===== src/rtl/sram22_pkg.sv =====
// Shared constants and types for the sram22 request adapter.
//
// The default widths match the 512x8 sram22 instance with a single write lane.
// sram22_req_t bundles one request beat at those default widths. The bench uses
// it to build compact stimulus tables.
package sram22_pkg;

  localparam int SRAM22_DATA_WIDTH  = 8;
  localparam int SRAM22_ADDR_WIDTH  = 9;
  localparam int SRAM22_WMASK_WIDTH = 1;

  typedef struct packed {
    logic                          we;
    logic [SRAM22_WMASK_WIDTH-1:0] wmask;
    logic [SRAM22_ADDR_WIDTH-1:0]  addr;
    logic [SRAM22_DATA_WIDTH-1:0]  wdata;
  } sram22_req_t;

endpackage


===== src/rtl/sram22_rsp_fifo.sv =====
// Synchronous FIFO that buffers read responses.
//
// Ports:
//   clk, rst_n  clock, asynchronous active-low reset (clears pointers/count only)
//   push        write push_data at the tail (ignored when full)
//   push_data   entry to write
//   pop         drop the head entry (ignored when empty)
//   pop_data    head entry (don't-care while empty)
//   count       occupancy, 0..DEPTH
//   full        count == DEPTH
//   empty       count == 0
// DEPTH must be a power of two so that the pointers wrap naturally.
module sram22_rsp_fifo #(
  parameter int DEPTH = 4,
  parameter int WIDTH = 8
) (
  input  logic                       clk,
  input  logic                       rst_n,
  input  logic                       push,
  input  logic [WIDTH-1:0]           push_data,
  input  logic                       pop,
  output logic [WIDTH-1:0]           pop_data,
  output logic [$clog2(DEPTH):0]     count,
  output logic                       full,
  output logic                       empty
);

  localparam int PW = $clog2(DEPTH);
  localparam int CW = PW + 1;

  logic [WIDTH-1:0] mem [DEPTH];
  logic [PW-1:0]    wr_ptr;
  logic [PW-1:0]    rd_ptr;
  logic [CW-1:0]    count_next;
  logic             do_push;
  logic             do_pop;

  assign full     = (count == CW'(DEPTH));
  assign empty    = (count == '0);
  assign do_push  = push & ~full;
  assign do_pop   = pop & ~empty;
  assign pop_data = mem[rd_ptr];

  // NOTE: storage has no reset; validity is tracked by count alone, so the
  // array can map to plain flops/RAM without a reset network.
  always_ff @(posedge clk) begin
    if (do_push) begin
      mem[wr_ptr] <= push_data;
    end
  end

  // NOTE: count_next gets a default first so no path leaves it unassigned,
  // which would infer a latch.
  always_comb begin
    count_next = count;
    unique case ({do_push, do_pop})
      2'b10:   count_next = count + 1'b1;
      2'b01:   count_next = count - 1'b1;
      default: count_next = count;
    endcase
  end

  always_ff @(posedge clk or negedge rst_n) begin
    if (!rst_n) begin
      wr_ptr <= '0;
      rd_ptr <= '0;
      count  <= '0;
    end else begin
      if (do_push) wr_ptr <= wr_ptr + 1'b1;
      if (do_pop)  rd_ptr <= rd_ptr + 1'b1;
      count <= count_next;
    end
  end

endmodule


===== src/rtl/sram22_req_adapter.sv =====
// Request-channel front end for a single-port sram22 macro (1RW, 1-cycle read).
//
// Ports:
//   clk, rst_n            clock shared with the macro, async active-low reset
//   req_valid/req_ready   request handshake (req_ready depends on registers only)
//   req_we, req_wmask,
//   req_addr, req_wdata   request fields (wmask ignored for reads)
//   rsp_valid/rsp_ready   response handshake
//   rsp_rdata             read data, in request order
//   rsp_count             buffered responses plus the read in flight
//   sram_we, sram_wmask,
//   sram_addr, sram_din   combinational macro drive
//   sram_dout             macro read data, valid the cycle after the read
//
// The macro drive is taken straight from the request bus. An idle cycle therefore
// performs a harmless read whose result is never captured. A read accepted in
// cycle t sets rd_pend for cycle t+1, and sram_dout is pushed into the FIFO at
// the end of t+1. Reads hold a FIFO slot (credit) from acceptance, so the FIFO
// cannot overflow.
module sram22_req_adapter
  import sram22_pkg::*;
#(
  parameter int DATA_WIDTH  = SRAM22_DATA_WIDTH,
  parameter int ADDR_WIDTH  = SRAM22_ADDR_WIDTH,
  parameter int WMASK_WIDTH = SRAM22_WMASK_WIDTH,
  parameter int RESP_DEPTH  = 4
) (
  input  logic                          clk,
  input  logic                          rst_n,
  input  logic                          req_valid,
  output logic                          req_ready,
  input  logic                          req_we,
  input  logic [WMASK_WIDTH-1:0]        req_wmask,
  input  logic [ADDR_WIDTH-1:0]         req_addr,
  input  logic [DATA_WIDTH-1:0]         req_wdata,
  output logic                          rsp_valid,
  input  logic                          rsp_ready,
  output logic [DATA_WIDTH-1:0]         rsp_rdata,
  output logic [$clog2(RESP_DEPTH):0]   rsp_count,
  output logic                          sram_we,
  output logic [WMASK_WIDTH-1:0]        sram_wmask,
  output logic [ADDR_WIDTH-1:0]         sram_addr,
  output logic [DATA_WIDTH-1:0]         sram_din,
  input  logic [DATA_WIDTH-1:0]         sram_dout
);

  localparam int CW = $clog2(RESP_DEPTH) + 1;

  logic          fire;
  logic          rd_fire;
  logic          wr_fire;
  logic          rd_pend;
  logic [CW-1:0] fifo_count;
  logic          fifo_full;
  logic          fifo_empty;

  // Credit counts the read in flight so that its FIFO slot is reserved at accept.
  assign rsp_count = fifo_count + CW'(rd_pend);
  assign req_ready = (rsp_count < CW'(RESP_DEPTH));

  assign fire    = req_valid & req_ready;
  assign rd_fire = fire & ~req_we;
  assign wr_fire = fire & req_we;

  // Gating with rst_n keeps the macro from being written while reset is held,
  // whatever the client drives.
  assign sram_we    = wr_fire & rst_n;
  assign sram_wmask = req_wmask;
  assign sram_addr  = req_addr;
  assign sram_din   = req_wdata;

  // NOTE: sequential state uses non-blocking assignments so every flop samples
  // pre-edge values regardless of process ordering.
  always_ff @(posedge clk or negedge rst_n) begin
    if (!rst_n) begin
      rd_pend <= 1'b0;
    end else begin
      rd_pend <= rd_fire;
    end
  end

  sram22_rsp_fifo #(
    .DEPTH (RESP_DEPTH),
    .WIDTH (DATA_WIDTH)
  ) u_rsp_fifo (
    .clk       (clk),
    .rst_n     (rst_n),
    .push      (rd_pend),
    .push_data (sram_dout),
    .pop       (rsp_ready),
    .pop_data  (rsp_rdata),
    .count     (fifo_count),
    .full      (fifo_full),
    .empty     (fifo_empty)
  );

  assign rsp_valid = ~fifo_empty;

  // A capture into a full FIFO would mean the credit accounting is broken.
  a_no_overflow: assert property (@(posedge clk) disable iff (!rst_n) rd_pend |-> !fifo_full);

endmodule


===== config.mk =====
export PLATFORM = sky130hd
export DESIGN_NAME = sram22_req_adapter
export DESIGN_NICKNAME = d
export VERILOG_FILES = /design/src/rtl/sram22_pkg.sv /design/src/rtl/sram22_rsp_fifo.sv /design/src/rtl/sram22_req_adapter.sv
export SDC_FILE = /design/constraint.sdc
export NUM_CORES = 1
export LEC_CHECK = 0
export BUFFER_PORTS_ARGS = -buffer_cell sky130_fd_sc_hd__buf_2
export CELL_PAD_IN_SITES_DETAIL_PLACEMENT = 0
export CELL_PAD_IN_SITES_GLOBAL_PLACEMENT = 1
export CORE_UTILIZATION = 40
export DETAILED_ROUTE_END_ITERATION = 8
export PLACE_DENSITY = 0.79
export SYNTH_ARGS = -nofsm -noshare
export SYNTH_HDL_FRONTEND = slang
export SYNTH_SLANG_ARGS = --single-unit

===== constraint.sdc =====
create_clock -name clk -period 2.37 [get_ports clk]
set_clock_uncertainty 0.05 [all_clocks]
set_input_delay 0 -clock clk [delete_from_list [all_inputs] [get_ports clk]]
set_output_delay 0 -clock clk [all_outputs]
set_load 0.01 [all_outputs]

==> results of run 1 <==
-- sequential cells by signal, summed over array words and instances (netlist names) --
register           count
u_rsp_fifo.rd_ptr      2
rd_pend                1
u_rsp_fifo.wr_ptr      2
u_rsp_fifo.mem        32
u_rsp_fifo.count       3
-- cells by family (layout without fill, tap and decap cells) --
kind of cell	after synthesis	in the layout	share of synthesized area
AO/OA/AOI/OAI	3	3	0.0201
XOR/XNOR	7	7	0.0340
adder cells (fa/ha/maj)	8	8	0.0596
buffers and inverters	28	71	0.101
flip-flops	40	40	0.644
multiplexers	9	9	0.108
AND/OR/NAND/NOR	12	12	0.0340
-- synth_stat cells, drive strengths merged --
| library cell | number | area share |
|---|---|---|
| buf | 19 | 0.081 |
| mux2 | 1 | 0.0083 |
| a31oi | 1 | 0.012 |
| nor2 | 3 | 0.0062 |
| o31a | 1 | 0.0055 |
| ha | 7 | 0.049 |
| and2 | 4 | 0.014 |
| clkbuf | 1 | 0.0028 |
| nand2 | 4 | 0.0097 |
| dfrtp | 8 | 0.11 |
| o21ai | 1 | 0.0028 |
| or3 | 1 | 0.0042 |
| mux4 | 8 | 0.10 |
| xor2 | 3 | 0.015 |
| fa | 1 | 0.011 |
| xnor2 | 4 | 0.019 |
| edfxtp | 32 | 0.53 |
| inv | 8 | 0.017 |
-- through the flow --
step           hold WS (ps)  instance area [um^2]   util  setup slack (ps)
2_1_floorplan          -346                  1800      -               556
3_3_place_gp           -191                  1850  0.424               506
3_5_place_dp           -186                  1850  0.424               415
4_1_cts                32.1                  2250  0.516               364
5_1_grt                43.1                  2250  0.516               251
6_report               34.4                  2250  0.516               395
-- layer usage --
metal  GRT usage  vias to the layer above  routed length [um]
li1            -                      446                   -
met1       0.157                      466                1290
met2       0.225                       55                1470
met3      0.0322                        7                 170
met4      0.0476                        0                  44
met5           0                        -                   0
-- area by class of cell --
cell class | instances | share of cell area
multi-input combinational | 39 | 0.206
timing repair buffer | 55 | 0.187
inverter | 8 | 0.0134
clock buffer | 6 | 0.0323
tap | 52 | 0.0290
sequential | 40 | 0.517
clock inverter | 2 | 0.0156
-- worst max-delay path: stages (launching register included) --
cell and delay, ps:
dfrtp_1 430, inv_1 160, a31oi_4 150, inv_1 80
ha_1 180, inv_1 60, fa_1 380, xor2_1 150
nor2_1 110, xor2_1 160
-- power by group through the flow --
stage	Clock (W)	Combinational [W]	Sequential, W
6_report	0.000544	0.000728	0.00102
5_1_grt	0.000581	0.000803	0.00104
4_1_cts	0.000556	0.000736	0.00102
3_5_place_dp	0	0.000675	0.00104
3_3_place_gp	0	0.000657	0.00103
2_1_floorplan	0	0.000599	0.000941
-- final timing paths --
| check | start | endpoint | slack (ps) | cells past startpoint |
|---|---|---|---|---|
| setup reg to reg | u_rsp_fifo.count[0] | u_rsp_fifo.count[2] | 400 | 9 |
| min in group clk | rsp_ready | u_rsp_fifo.rd_ptr[0] | 40 | 3 |
| hold reg to reg | u_rsp_fifo.count[0] | u_rsp_fifo.count[0] | 500 | 1 |
| max in group asynchronous | rst_n | u_rsp_fifo.count[0] | 2050 | 2 |
| hold / removal | rst_n | u_rsp_fifo.wr_ptr[0] | 30 | 2 |
| setup / recovery | u_rsp_fifo.count[0] | u_rsp_fifo.count[2] | 400 | 9 |
-- cells in the final DEF (no fill, tap or decap) --
master,Yosys,routed
clkbuf_8,0,5
mux2_4,1,1
dlygate4sd3_1,0,29
edfxtp_1,32,32
dfrtp_1,8,8
nor2_1,3,3
o21ai_0,1,1
xnor2_1,4,4
buf_2,0,26
or3_2,1,1
and2_1,4,4
clkinv_2,0,1
fa_1,1,1
inv_1,8,8
xor2_1,3,3
nand2_2,1,1
clkbuf_1,0,1
mux4_2,8,8
bufinv_16,0,1
a31oi_4,1,1
o31a_2,1,1
nand2_1,3,3
ha_1,7,7
==> flow_metrics.env, run 1 <==
export IMPL_gp_congestion=0.730
export IMPL_die_area_um2=4780
export IMPL_rows=24
export IMPL_grt_max_degree=13
export IMPL_peakVddDrop_v=0.000489
export IMPL_clock_power_share=0.238
export IMPL_hold_path_class="input pin to async pin"
export IMPL_hpwl_um=1890
export IMPL_crit_arrival_ps=2130
export IMPL_finalSetupTns_ps=0
export IMPL_cts_sinks=40
export IMPL_wl_per_cell_um=14.7
export IMPL_viasPerCell=4.82
export IMPL_port_buffers=26
export IMPL_maxSlewHeadroom=0.595
export IMPL_first_global_vias=1018
export IMPL_multi_input_comb_area_um2=462
export IMPL_setup_violations=0
export IMPL_worstSetupStartpointType="register"
export IMPL_drive_gt1_frac=0.307
export IMPL_yosysUniqueCellTypes=20
export IMPL_cts_root_buffer="clkbuf_8"
export IMPL_fin_nets=188
export IMPL_synth_avg_cell_area_um2=16.9
export IMPL_drc=0
export IMPL_nFillCells=354
export IMPL_syn_num_nets=146
export IMPL_final_cells=202
export IMPL_critPathCaptureType="register"
export IMPL_cts_tree="yes"
export IMPL_area_delta_synth_final_pct=24.5
export IMPL_fin_crit_ps=1970
export IMPL_clk_pin_slew_ps=80
export IMPL_gr_usage_all_layers=0.130
export IMPL_htreeDepth=2
export IMPL_combPwrFrac=0.318
export IMPL_start_util=0.414
export IMPL_io_pins=63
export IMPL_post_cts_buffers=0
export IMPL_fin_crit_sh=0.833
export IMPL_critPathRequiredTime_ps=2530
export IMPL_vias=974
export IMPL_yosysSeqAreaShare=0.644
export IMPL_leakagePower_nw=0.874
export IMPL_hold_buffers=29
export IMPL_drt_iter0_drc=63
export IMPL_synth_area_um2=1800
export IMPL_p_sw_w=0.000716
export IMPL_finalPower_w=0.00229
export IMPL_clock_latency_ps=290
export IMPL_die_h_um=69.2
export IMPL_cts_buffers=5
export IMPL_slew_viol_final=0
export IMPL_place_inst=165
export IMPL_routed_wl_um=2980
export IMPL_antenna_cells=0
export IMPL_antenna_left=0
export IMPL_worstSetupPathType="register to register"
export IMPL_seqPwrFrac=0.444
export IMPL_clockBufferDepth=2
export IMPL_regArea_um2=1160
export IMPL_first_pass_iters=4
export IMPL_max_freq_ghz=0.506
export IMPL_path_max_fanout=7
export IMPL_yosysWarnings=0
export IMPL_rsz0062_at_grt="no"
export IMPL_cap_violations=0
export IMPL_synthCells=107
export IMPL_worst_slew_pin_slew_ps=607
export IMPL_grt_pass1_wl_um=4710
export IMPL_core_um2=4350
export IMPL_postCtsResizedCells=0
export IMPL_grt_ovfl_total=0
export IMPL_ys_seq_elements=40
export IMPL_grt_antenna_before_repair=0
export IMPL_internal_power_w=0.00157
export IMPL_die_w_um=69.2
export IMPL_status="completed"
export IMPL_p_per_area_nw_per_um2=1020
export IMPL_sw_frac_of_total=0.313
export IMPL_finalHoldViolations=0
Power figures use the tool's default switching activity.
==> run 2: changes to the inputs <==
==> constraint.sdc (replaced) <==
create_clock -name clk -period 1.9 [get_ports clk]
set_clock_uncertainty 0.05 [all_clocks]
set_input_delay 0 -clock clk [delete_from_list [all_inputs] [get_ports clk]]
set_output_delay 0 -clock clk [all_outputs]
set_load 0.01 [all_outputs]
==> run 2 against run 1 <==
Compared with the run above: critical path depth fell by 2; routed wire length rose by 0.44%; register-to-register slack got worse by 340 ps; core utilization rose by 2.5 points; total power rose by 32%; sequential power rose by 22%; combinational power rose by 54%; via count rose by 3.5%; hold slack got worse by 18 ps; sequential cell count did not move; sequential share of layout area fell by 2.3 points; critical path type unchanged; highest routed layer unchanged.
==> flow_metrics.env, run 2 (synthesis results as in run 1) <==
export IMPL_worstSetupPathType="register to register"
export IMPL_rr_worst_depth=7
export IMPL_cts_buffers=5
export IMPL_drive_gt1_frac=0.415
export IMPL_first_pass_iters=4
export IMPL_grt_max_degree=13
export IMPL_hold_ws_ps=16.1
export IMPL_cap_violations=0
export IMPL_die_w_um=69.2
export IMPL_fin_crit_sh=0.973
export IMPL_cts_root_buffer="clkbuf_8"
export IMPL_gr_usage_all_layers=0.130
export IMPL_top_register="u_rsp_fifo.mem"
export IMPL_vias=1008
export IMPL_die_h_um=69.2
export IMPL_critPathCaptureType="register"
export IMPL_area_delta_synth_final_pct=30.4
export IMPL_core_um2=4350
export IMPL_rsz0062_at_grt="yes"
export IMPL_setup_violations=0
export IMPL_wl_per_cell_um=14.2
export IMPL_first_global_vias=1047
export IMPL_worstSetupStartpointType="register"
export IMPL_htreeDepth=2
export IMPL_path_max_fanout=4
export IMPL_hold_depth=3
export IMPL_hold_path_class="input pin to register"
export IMPL_utilization=0.541
export IMPL_reg_top3="u_rsp_fifo.mem x32, u_rsp_fifo.count x3"
export IMPL_clock_latency_ps=290
export IMPL_peakVddDrop_v=0.000598
export IMPL_clockBufferDepth=2
export IMPL_antenna_left=0
export IMPL_final_cells=211
export IMPL_io_pins=63
export IMPL_maxSlewHeadroom=0.703
export IMPL_critPathRequiredTime_ps=2030
export IMPL_rrSetupSlack_ps=50
export IMPL_gp_congestion=0.629
export IMPL_fin_crit_ps=1850
export IMPL_final_common_cell="edfxtp_1"
export IMPL_place_inst=167
export IMPL_placed_area_um2=1860
export IMPL_p_per_area_nw_per_um2=1290
export IMPL_largest_reg_flops=32
export IMPL_drc=0
export IMPL_finalPower_w=0.00303
export IMPL_grt_antenna_before_repair=0
export IMPL_port_buffers=26
export IMPL_routed_wl_um=2990
export IMPL_clk_pin_slew_ps=70
export IMPL_crit_arrival_ps=1980
export IMPL_fin_area_um2=2350
export IMPL_status="completed"
export IMPL_grt_pass1_wl_um=4660
export IMPL_slew_viol_final=0
export IMPL_fin_nets=197
export IMPL_drt_iter0_drc=42
export IMPL_rows=24
export IMPL_worst_slew_pin_slew_ps=445
export IMPL_nFillCells=348
export IMPL_hpwl_um=1880
export IMPL_antenna_cells=0
export IMPL_viasPerCell=4.78
export IMPL_layout_common_cells="edfxtp_1 (32), dlygate4sd3_1 (29), buf_2 (26)"
export IMPL_leakagePower_nw=0.919
export IMPL_die_area_um2=4780
export IMPL_cts_sinks=40
export IMPL_grt_ovfl_total=0
export IMPL_start_util=0.414
export IMPL_cts_tree="yes"
export IMPL_max_freq_ghz=0.541
export IMPL_finalHoldViolations=0
run 2: changes by cell type in the layout (fill, tap and decap cells not counted), moves of 2 or more:
| cell | previous run | this run |
|---|---|---|
| buf_4 | 0 | 9 |
| ha_1 | 7 | 4 |
| dfrtp_1 | 8 | 6 |
| dfrtp_2 | 0 | 2 |
| inv_1 | 8 | 4 |
| ha_2 | 0 | 2 |
| inv_2 | 0 | 3 |
run 2: path summary, 6_finish.rpt:
path	from	endpoint
hold reg to reg	u_rsp_fifo.rd_ptr[0]	u_rsp_fifo.rd_ptr[0]
max in group asynchronous	rst_n	u_rsp_fifo.count[0]
min in group asynchronous	rst_n	rd_pend
setup reg to reg	u_rsp_fifo.count[0]	u_rsp_fifo.count[2]
setup / recovery	u_rsp_fifo.count[0]	u_rsp_fifo.count[2]
hold / removal	rsp_ready	u_rsp_fifo.rd_ptr[0]
run 2: what timing repair did:
| item | in CTS | in global routing |
|---|---|---|
| cloned | 0 | 0 |
| resized for setup | 3 | 11 |
| endpoints found under the hold margin | 59 | 0 |
| hold buffers | 29 | 0 |
| setup buffers | 0 | 7 |
| setup endpoints to repair | 2 | 2 |
| pin swaps | 0 | 11 |
run 2: final cells by class:
| class | instances | area, um^2 | share of cell area |
|---|---|---|---|
| multi-input cells | 39 | 497 | 0.211 |
| repair buffers | 64 | 488 | 0.207 |
| well taps | 52 | 65.1 | 0.0276 |
| clock inverters | 2 | 35.0 | 0.0149 |
| flip-flops and latches | 40 | 1160 | 0.494 |
| inverters | 8 | 32.5 | 0.0138 |
| clock buffers | 6 | 72.6 | 0.0308 |
run 2: critical path: stages, from the launching register on:
cell and delay [ps]:
dfrtp_2 450, o31a_4 390, ha_4 170, inv_2 50
fa_2 200, xor2_1 190, nor2_1 80, xor2_1 150
run 2: power by group:
group,internal [W],switching [W]
sequential,0.00109,0.000151
clock,0.000390,0.000279
combinational,0.000621,0.000504
run 2: through the flow:
step | setup WS, ps | TNS, ps
floorplan | 86.2 | 0
global placement | 46.7 | 0
detailed placement | -42.4 | -42.4
CTS | 2.32 | 0
global route | -45.4 | -45.4
finish | 50.9 | 0
run 2: routing by layer:
layer / global-route usage / routed length (um) / part of all wire / up-vias
met5: 0 / 0 / 0 / -
met4: 0.0476 / 26 / 0.0087 / 0
met3: 0.0453 / 174 / 0.058 / 4
met2: 0.238 / 1580 / 0.53 / 54
met1: 0.137 / 1210 / 0.40 / 487
li1: - / - / - / 463
==> run 3: changes to the inputs <==
==> constraint.sdc (replaced) <==
create_clock -name clk -period 2.1 [get_ports clk]
set_clock_uncertainty 0.05 [all_clocks]
set_input_delay 0 -clock clk [delete_from_list [all_inputs] [get_ports clk]]
set_output_delay 0 -clock clk [all_outputs]
set_load 0.01 [all_outputs]
==> run 3 against run 2 <==
Compared with the run above: core utilization fell by 2.1 points; sequential cell count did not move; via count fell by 3.4%; maximum frequency fell by 6.6%; critical path depth rose by 2; cell count fell by 3.8%; clock-buffer cell count fell by 1; largest power group unchanged; sequential share of layout area rose by 1.9 points; first-iteration DRC count rose by 38%; sequential power fell by 9.7%; highest routed layer unchanged.
==> flow_metrics.env, run 3 (synthesis results as in run 1) <==
export IMPL_clockBufferDepth=2
export IMPL_vias=974
export IMPL_cap_violations=0
export IMPL_peakVddDrop_v=0.000611
export IMPL_clk_pin_slew_ps=80
export IMPL_slowest_delay_ps=440
export IMPL_grt_antenna_before_repair=0
export IMPL_cts_root_buffer="clkbuf_8"
export IMPL_antenna_cells=0
export IMPL_max_freq_ghz=0.505
export IMPL_worstSetupPathType="register to register"
export IMPL_reg_top3="u_rsp_fifo.mem x32, u_rsp_fifo.count x3"
export IMPL_place_inst=166
export IMPL_die_w_um=69.2
export IMPL_worstSetupStartpointType="register"
export IMPL_gr_usage_all_layers=0.135
export IMPL_die_area_um2=4780
export IMPL_slowest_stage="dfrtp_1"
export IMPL_largest_reg_flops=32
export IMPL_grt_ovfl_total=0
export IMPL_clock_latency_ps=290
export IMPL_wl_per_cell_um=15.0
export IMPL_io_pins=63
export IMPL_cts_buffers=5
export IMPL_port_buffers=26
export IMPL_final_common_cell="edfxtp_1"
export IMPL_start_util=0.414
export IMPL_layout_common_cells="edfxtp_1 (32), dlygate4sd3_1 (29), buf_2 (26)"
export IMPL_fin_nets=189
export IMPL_slew_viol_final=0
export IMPL_finalHoldViolations=0
export IMPL_status="completed"
export IMPL_worst_slew_pin_slew_ps=442
export IMPL_leakagePower_nw=0.876
export IMPL_cts_tree="yes"
export IMPL_top_register="u_rsp_fifo.mem"
export IMPL_cts_sinks=40
export IMPL_fin_crit_ps=1980
export IMPL_gp_congestion=0.699
export IMPL_htreeDepth=2
export IMPL_rows=24
export IMPL_final_cells=203
export IMPL_rr_worst_depth=9
export IMPL_drive_gt1_frac=0.331
export IMPL_grt_max_degree=15
export IMPL_drt_iter0_drc=58
export IMPL_first_pass_iters=4
export IMPL_r2r_start="u_rsp_fifo.count[0]"
export IMPL_hold_ws_ps=38.1
export IMPL_rrSetupSlack_ps=120
export IMPL_fin_crit_sh=0.942
export IMPL_drc=0
export IMPL_r2r_end="u_rsp_fifo.count[2]"
export IMPL_critPathBufInv=3
export IMPL_antenna_left=0
export IMPL_critPathCaptureType="register"
export IMPL_viasPerCell=4.80
export IMPL_path_cells="inv_2 -> a31oi_4 -> inv_1 -> ha_1 -> inv_1 -> fa_1 -> xor2_1 -> nor2_1 -> xor2_1"
export IMPL_rsz0062_at_grt="no"
export IMPL_hold_path_class="input pin to async pin"
export IMPL_crit_family="adder cells"
export IMPL_nFillCells=352
export IMPL_setup_violations=0
export IMPL_maxSlewHeadroom=0.705
export IMPL_routed_wl_um=3040
export IMPL_critPathRequiredTime_ps=2260
export IMPL_path_max_fanout=7
export IMPL_crit_cells=9
export IMPL_finalSetupTns_ps=0
export IMPL_die_h_um=69.2
export IMPL_area_delta_synth_final_pct=25.3
export IMPL_grt_pass1_wl_um=4860
export IMPL_p_per_area_nw_per_um2=1170
export IMPL_crit_arrival_ps=2140
export IMPL_first_global_vias=1029
export IMPL_hpwl_um=2050
export IMPL_core_um2=4350
## run 3: cell types whose count changed in the layout (fill, tap and decap cells not counted), moves of 2 or more
cell	before	now
buf_4	9	1
dfrtp_1	6	8
dfrtp_2	2	0
ha_1	4	7
ha_2	2	0
inv_1	4	6
## run 3: how the worst max path moves through the flow
stage,startpoint,end,slack (ps)
after global placement,u_rsp_fifo.count[0],u_rsp_fifo.count[2],230
after detailed placement,u_rsp_fifo.count[0],u_rsp_fifo.count[2],80
final,u_rsp_fifo.count[0],u_rsp_fifo.count[2],120
after CTS,u_rsp_fifo.count[0],u_rsp_fifo.count[2],60
after global routing,u_rsp_fifo.count[1],u_rsp_fifo.count[2],6
after floorplan,u_rsp_fifo.count[0],u_rsp_fifo.count[2],290
## run 3: what timing repair did
item,CTS,global route
gates resized for setup,0,2
setup endpoints to repair,0,1
endpoints found under the hold margin,59,0
hold buffers,29,0
buffers inserted,0,0
## run 3: layout make-up
class / count / area [um^2] / area share
Timing Repair Buffer: 56 / 428 / 0.189
Sequential cell: 40 / 1160 / 0.514
Clock inverter: 3 / 46.3 / 0.0205
Clock buffer: 5 / 68.8 / 0.0304
Multi-Input combinational cell: 39 / 462 / 0.204
Inverter: 8 / 30.0 / 0.0133
Tap cell: 52 / 65.1 / 0.0288
## run 3: worst reg2reg max path, stage by stage, from the launching register on
cell	delay [ps]
dfrtp_1	440
inv_2	120
a31oi_4	130
inv_1	90
ha_1	170
inv_1	60
fa_1	380
xor2_1	160
nor2_1	120
xor2_1	190
## run 3: per-stage QoR
| step | setup WS (ps) | util | cell area (um^2) | total power, W |
|---|---|---|---|---|
| after floorplan | 286 | - | 1800 | 0.00174 |
| after global placement | 234 | 0.426 | 1860 | 0.00192 |
| after detailed placement | 81.0 | 0.426 | 1860 | 0.00198 |
| after CTS | 62.9 | 0.519 | 2260 | 0.00268 |
| after global routing | 5.62 | 0.519 | 2260 | 0.00280 |
| final | 121 | 0.519 | 2260 | 0.00265 |
## run 3: per-layer routing
layer | part of all wire | global-route usage | up-vias
met5 | 0 | 0 | -
met3 | 0.068 | 0.0570 | 4
li1 | - | - | 448
met4 | 0.0076 | 0.0385 | 0
met1 | 0.41 | 0.150 | 464
met2 | 0.51 | 0.235 | 58
## run 3: power breakdown
part / internal [W] / switching (W) / total (W)
Combinational: 0.000461 / 0.000431 / 0.000892
Clock: 0.000358 / 0.000276 / 0.000634
Sequential: 0.000981 / 0.000141 / 0.00112
